<file path="src/rtl/asmd_divider_if.sv">
// asmd_divider_if: start/ready handshake and operand/result bus for asmd_divider
//   dividend    2W  numerator, driven by master
//   divisor     W   denominator, driven by master
//   start       1   level request, driven by master
//   quotient    2W  result, driven by slave
//   remainder   W   result, driven by slave
//   ready       1   1 = idle with results holding, driven by slave
//   div_by_zero 1   last accepted op had a zero divisor, driven by slave
interface asmd_divider_if #(parameter int word_length = 4);
    logic [2*word_length-1:0] dividend;
    logic [word_length-1:0]   divisor;
    logic                     start;
    logic [2*word_length-1:0] quotient;
    logic [word_length-1:0]   remainder;
    logic                     ready;
    logic                     div_by_zero;
    modport master(output dividend, divisor, start, input quotient, remainder, ready, div_by_zero);
    modport slave(input dividend, divisor, start, output quotient, remainder, ready, div_by_zero);
endinterface

</file>
<file path="src/rtl/asmd_divider.sv">
// asmd_divider: sequential restoring divider, 2W-bit dividend by W-bit divisor
//   clk    rising-edge clock
//   reset  synchronous active-high reset
//   bus    asmd_divider_if slave: dividend/divisor/start in,
//          quotient/remainder/ready/div_by_zero out
module asmd_divider #(parameter int word_length = 4) (
    input logic clk,
    input logic reset,
    asmd_divider_if.slave bus
);
    localparam int W = word_length;
    localparam int CW = $clog2(2*W+1);
    typedef enum logic {S_IDLE, S_RUN} state_t;
    state_t state, state_n;
    logic [W:0] r, r_n, rs, t;
    logic [2*W-1:0] q, q_n, qs, quo, quo_n;
    logic [W-1:0] d, d_n, rem, rem_n;
    logic [CW-1:0] cnt, cnt_n;
    logic dz, dz_n;
    always_ff @(posedge clk) begin
        if (reset) begin
            state <= S_IDLE;
            r <= '0;
            q <= '0;
            d <= '0;
            cnt <= '0;
            quo <= '0;
            rem <= '0;
            dz <= 1'b0;
        end else begin
            state <= state_n;
            r <= r_n;
            q <= q_n;
            d <= d_n;
            cnt <= cnt_n;
            quo <= quo_n;
            rem <= rem_n;
            dz <= dz_n;
        end
    end
    always_comb begin
        // one shift-subtract step: shift {R,Q} left, try subtracting D
        rs = {r[W-1:0], q[2*W-1]};
        qs = {q[2*W-2:0], 1'b0};
        t = rs - {1'b0, d};
        state_n = state;
        r_n = r;
        q_n = q;
        d_n = d;
        cnt_n = cnt;
        quo_n = quo;
        rem_n = rem;
        dz_n = dz;
        if (state == S_IDLE) begin
            if (bus.start && bus.divisor != '0) begin
                d_n = bus.divisor;
                q_n = bus.dividend;
                r_n = '0;
                cnt_n = CW'(2*W);
                dz_n = 1'b0;
                state_n = S_RUN;
            end else if (bus.start) begin
                // zero divisor resolves immediately without leaving idle
                quo_n = '1;
                rem_n = '0;
                dz_n = 1'b1;
            end
        end else begin
            r_n = t[W] ? rs : t;
            q_n = {qs[2*W-1:1], ~t[W]};
            cnt_n = cnt - CW'(1);
            if (cnt == CW'(1)) begin
                quo_n = q_n;
                rem_n = r_n[W-1:0];
                state_n = S_IDLE;
            end
        end
    end
    assign bus.ready = (state == S_IDLE);
    assign bus.quotient = quo;
    assign bus.remainder = rem;
    assign bus.div_by_zero = dz;
endmodule

</file>
<file path="src/flat_wrapper.sv">
// flat-port wrapper written by rule: the top's interface ports become plain ports
module asmd_divider_flat 
#(parameter int word_length = 4)
  (clk, reset, bus_dividend, bus_divisor, bus_start, bus_quotient, bus_remainder, bus_ready, bus_div_by_zero);
  asmd_divider_if #(.word_length(word_length)) bus_i ();
  input logic clk;
  input logic reset;
  input wire logic [$bits(bus_i.dividend)-1:0] bus_dividend;
  input wire logic [$bits(bus_i.divisor)-1:0] bus_divisor;
  input wire logic [$bits(bus_i.start)-1:0] bus_start;
  output wire logic [$bits(bus_i.quotient)-1:0] bus_quotient;
  output wire logic [$bits(bus_i.remainder)-1:0] bus_remainder;
  output wire logic [$bits(bus_i.ready)-1:0] bus_ready;
  output wire logic [$bits(bus_i.div_by_zero)-1:0] bus_div_by_zero;
  assign bus_i.dividend = bus_dividend;
  assign bus_i.divisor = bus_divisor;
  assign bus_i.start = bus_start;
  assign bus_quotient = bus_i.quotient;
  assign bus_remainder = bus_i.remainder;
  assign bus_ready = bus_i.ready;
  assign bus_div_by_zero = bus_i.div_by_zero;
  asmd_divider #(.word_length(word_length)) u_core (.clk(clk), .reset(reset), .bus(bus_i));
endmodule
</file>
<file path="config.mk">
export PLATFORM = sky130hd
export DESIGN_NAME = asmd_divider_flat
export DESIGN_NICKNAME = d
export VERILOG_FILES = /design/src/rtl/asmd_divider_if.sv /design/src/rtl/asmd_divider.sv /design/src/flat_wrapper.sv
export SDC_FILE = /design/constraint.sdc
export NUM_CORES = 1
export LEC_CHECK = 0
export ABC_AREA = 1
export CAP_MARGIN = 20
export CORE_ASPECT_RATIO = 1.5
export CORE_MARGIN = 4
export CORE_UTILIZATION = 50
export CTS_BUF_LIST = sky130_fd_sc_hd__clkbuf_4 sky130_fd_sc_hd__clkbuf_8
export DETAILED_ROUTE_END_ITERATION = 8
export PLACE_DENSITY = 0.83
export SETUP_SLACK_MARGIN = 0.2
export SLEW_MARGIN = 20
export SYNTH_ARGS = -nofsm -noshare
export SYNTH_HDL_FRONTEND = slang
export SYNTH_SLANG_ARGS = --single-unit
export TNS_END_PERCENT = 20
</file>
<file path="constraint.sdc">
create_clock -name clk -period 4.64 [get_ports clk]
set_clock_uncertainty 0.05 [all_clocks]
set_input_delay 0.696 -clock clk [delete_from_list [all_inputs] [get_ports clk]]
set_output_delay 0.696 -clock clk [all_outputs]
set_load 0.03 [all_outputs]
</file>
==> metrics <==
status complete, no violations; DRT iter0 DRCs 54; Worst-path clk slew 0.07 ns; hold_buf cts 0; Min Clock Period, post-route 2.565 ns; via count 1437; NetSw 0.2700 mW; Critical Path, Cell by Cell inv_4 -> clkdlybuf4s50_1; WP data required 3.89 ns; Max Root-Sink Buffers 2; WP data arrival 1.82 ns; Synth Area in XOR/XNOR 0.5339%; Die Ht 78.15 um; area grow syn2layout 24.41%; total CTS buffers 5; register area share after synthesis 41.50%; Clock Root Buffer clkbuf_8; final setup margin 2.075 ns; Syn Nets 233; cell count after synthesis 211; hold slack 0.4117 ns; critical path peak fanout 18; # clock sinks 34; worst vdd ir 0.3400 mV; Flop pwr share 37.4%; Yosys warnings 0; total track usage 19.10%; clock share of power 36.7%; count of input and output buffers 28; clk_lat worst skew 0.28 ns; Pwr Density 448.2 nW/um^2; design area 2041 sq um; initial antenna violation count 0; CP max stage cell dfxtp_1; WS Path Type register to primary output; CTS tree built; post-synth cell types 30; I/O pin cnt 29; Setup Buffers After CTS 0; CP Capture Type primary output; Min-Delay Path Class register to register; Buf/Inv on CP 2; fin. max-slew vios 0; Vias/cell 5.169; setup violators final 0; largest family of logic cells by synthesized area simple AND/OR/NAND/NOR gates; FF+latch count, synth 34; static leakage power 0.8212 nW; fmax 389.8 MHz; multiplexer share of the synthesized area 0%; synthesized area 1640 sq um; dpl ws 2.385 ns; wire per inst 12.86 um; largest net degree at the start of global routing 20; max cap viols 0; Routability Congestion 0.7724; Crit path max-delay family buffers and inverters; average cell area after synthesis 7.774 sq um; Final Hold Fails 0; first-pass GRT wire length 6058 um; Crit path largest cell delay 0.74 ns; combinational share of power 25.9%; startpoint types register; unrepaired setup endpoints after global routing false; die area 4280 sq um; Internal Power 0.6447 mW; Post-Route WL 3575 um; total negative slack 0 ns; # H-tree levels 2; Core Footprint 3159 sq um; DRC 0; Compound-Gate Fraction of Synth Area 16.70%; vias in the first global route 1436; Worst-Margin Slew 0.6538 ns; nets 259; adder-cell share of the synthesized area 5.797%; Simple-Gate Fraction of Synth Area 26.09%; post-CTS sizing 0; Relative slew margins 56.35%; Placed Cells 270; Sw Share 29.52%; final std cells w/o fill 278; Placed Area 1898 sq um; GRT overflow 0; Final period util 55.28%; Initial Util 51.92%; HPWL Detailed 2605 um; die width 54.77 um; drt first pass iters 4; final antenna-violating net count 0; share of cells above drive strength 1 10.92%; row cnt 25; antenna cells 0
-- synthesized netlist by cell type, drive strengths merged --
cell type   n  area (sq um)
dfxtp      34         680.7
nand2      34         152.6
nor2       32         125.1
a21oi      21         108.9
inv        21         81.33
o21ai      19         95.09
nand3      15         92.59
buf         7         65.05
ha          6         75.07
o211ai      6         45.04
or2         6         37.54
clkbuf      2         7.510
nand4       2         12.51
a211oi      1         12.51
a31oi       1         6.260
fa          1         20.02
nand3b      1         7.510
o22ai       1         6.260
xnor2       1         8.760
-- metal layers --
metal  share of wire (%)  up-vias  wire length (um)  track usage [%]
li1                    -      748                 -                -
met3                 3.5        9               125            4.554
met2                  51       28              1819            31.04
met5                   0        -                 0                0
met1                  43      652              1544            22.34
met4                 2.4        0                85            9.476
-- metrics by stage --
stage | util [%] | total power [mW]
floorplan | - | 0.5234
global placement | 60.08 | 0.5782
global route | 64.59 | 0.9677
CTS | 64.59 | 0.9220
finish | 64.59 | 0.9147
detailed placement | 60.08 | 0.5843
-- flip-flops by register name, indices dropped and copies added (netlist names) --
signal / flops
u_core.q: 8
u_core.bus.quotient: 8
u_core.bus.div_by_zero: 1
u_core.cnt: 4
u_core.r: 4
u_core.bus.remainder: 4
u_core.state: 1
u_core.d: 4
-- power by group through the flow --
stage,sequential (mW),clock (mW),combinational [mW]
after floorplan,0.363,0,0.161
after global placement,0.347,0,0.231
after detailed placement,0.348,0,0.236
after CTS,0.342,0.342,0.238
after global routing,0.346,0.357,0.264
final,0.342,0.336,0.237
-- kinds of logic (layout without fill, tap and decap cells) --
group	after synthesis	in the layout
AND/OR/NAND/NOR	90	90
AO/OA/AOI/OAI	49	49
flip-flops	34	34
buffers and inverters	30	57
adder cells (fa/ha/maj)	7	7
XOR/XNOR	1	1
-- layout make-up --
class / instances / area [sq um]
clock buffers: 6 / 82.58
clock inverters: 2 / 60.06
fillers: 300 / 1119
inverters: 21 / 81.33
multi-input cells: 147 / 805.8
flip-flops and latches: 34 / 680.7
well taps: 40 / 50.05
repair buffers: 28 / 280.3
-- final timing paths --
kind                            cells past startpoint  slack [ns]           to         start
worst max register to register                     12        2.81  u_core.r[3]   u_core.q[7]
worst min register to register                      2        0.41  u_core.q[4]   u_core.q[4]
worst min-delay path                                2        0.41  u_core.q[4]   u_core.q[4]
worst max-delay path                                2        2.07    bus_ready  u_core.state
-- placed cells by master (no fill, tap or decap), types with 7 or more instances in the layout --
| cell | netlist | final |
|---|---|---|
| dfxtp_1 | 34 | 34 |
| nor2_1 | 30 | 30 |
| nand2_1 | 28 | 28 |
| clkdlybuf4s50_1 | 0 | 28 |
| a21oi_1 | 20 | 20 |
| inv_1 | 15 | 15 |
| nand3_1 | 13 | 13 |
| o21ai_0 | 12 | 12 |
| o21ai_1 | 7 | 7 |
-- worst min-delay path, cell delays in order (launching register included) --
cell and delay (ns):
dfxtp_1 0.31, nand2_1 0.06, a21oi_1 0.05
Power figures use the tool's default switching activity.
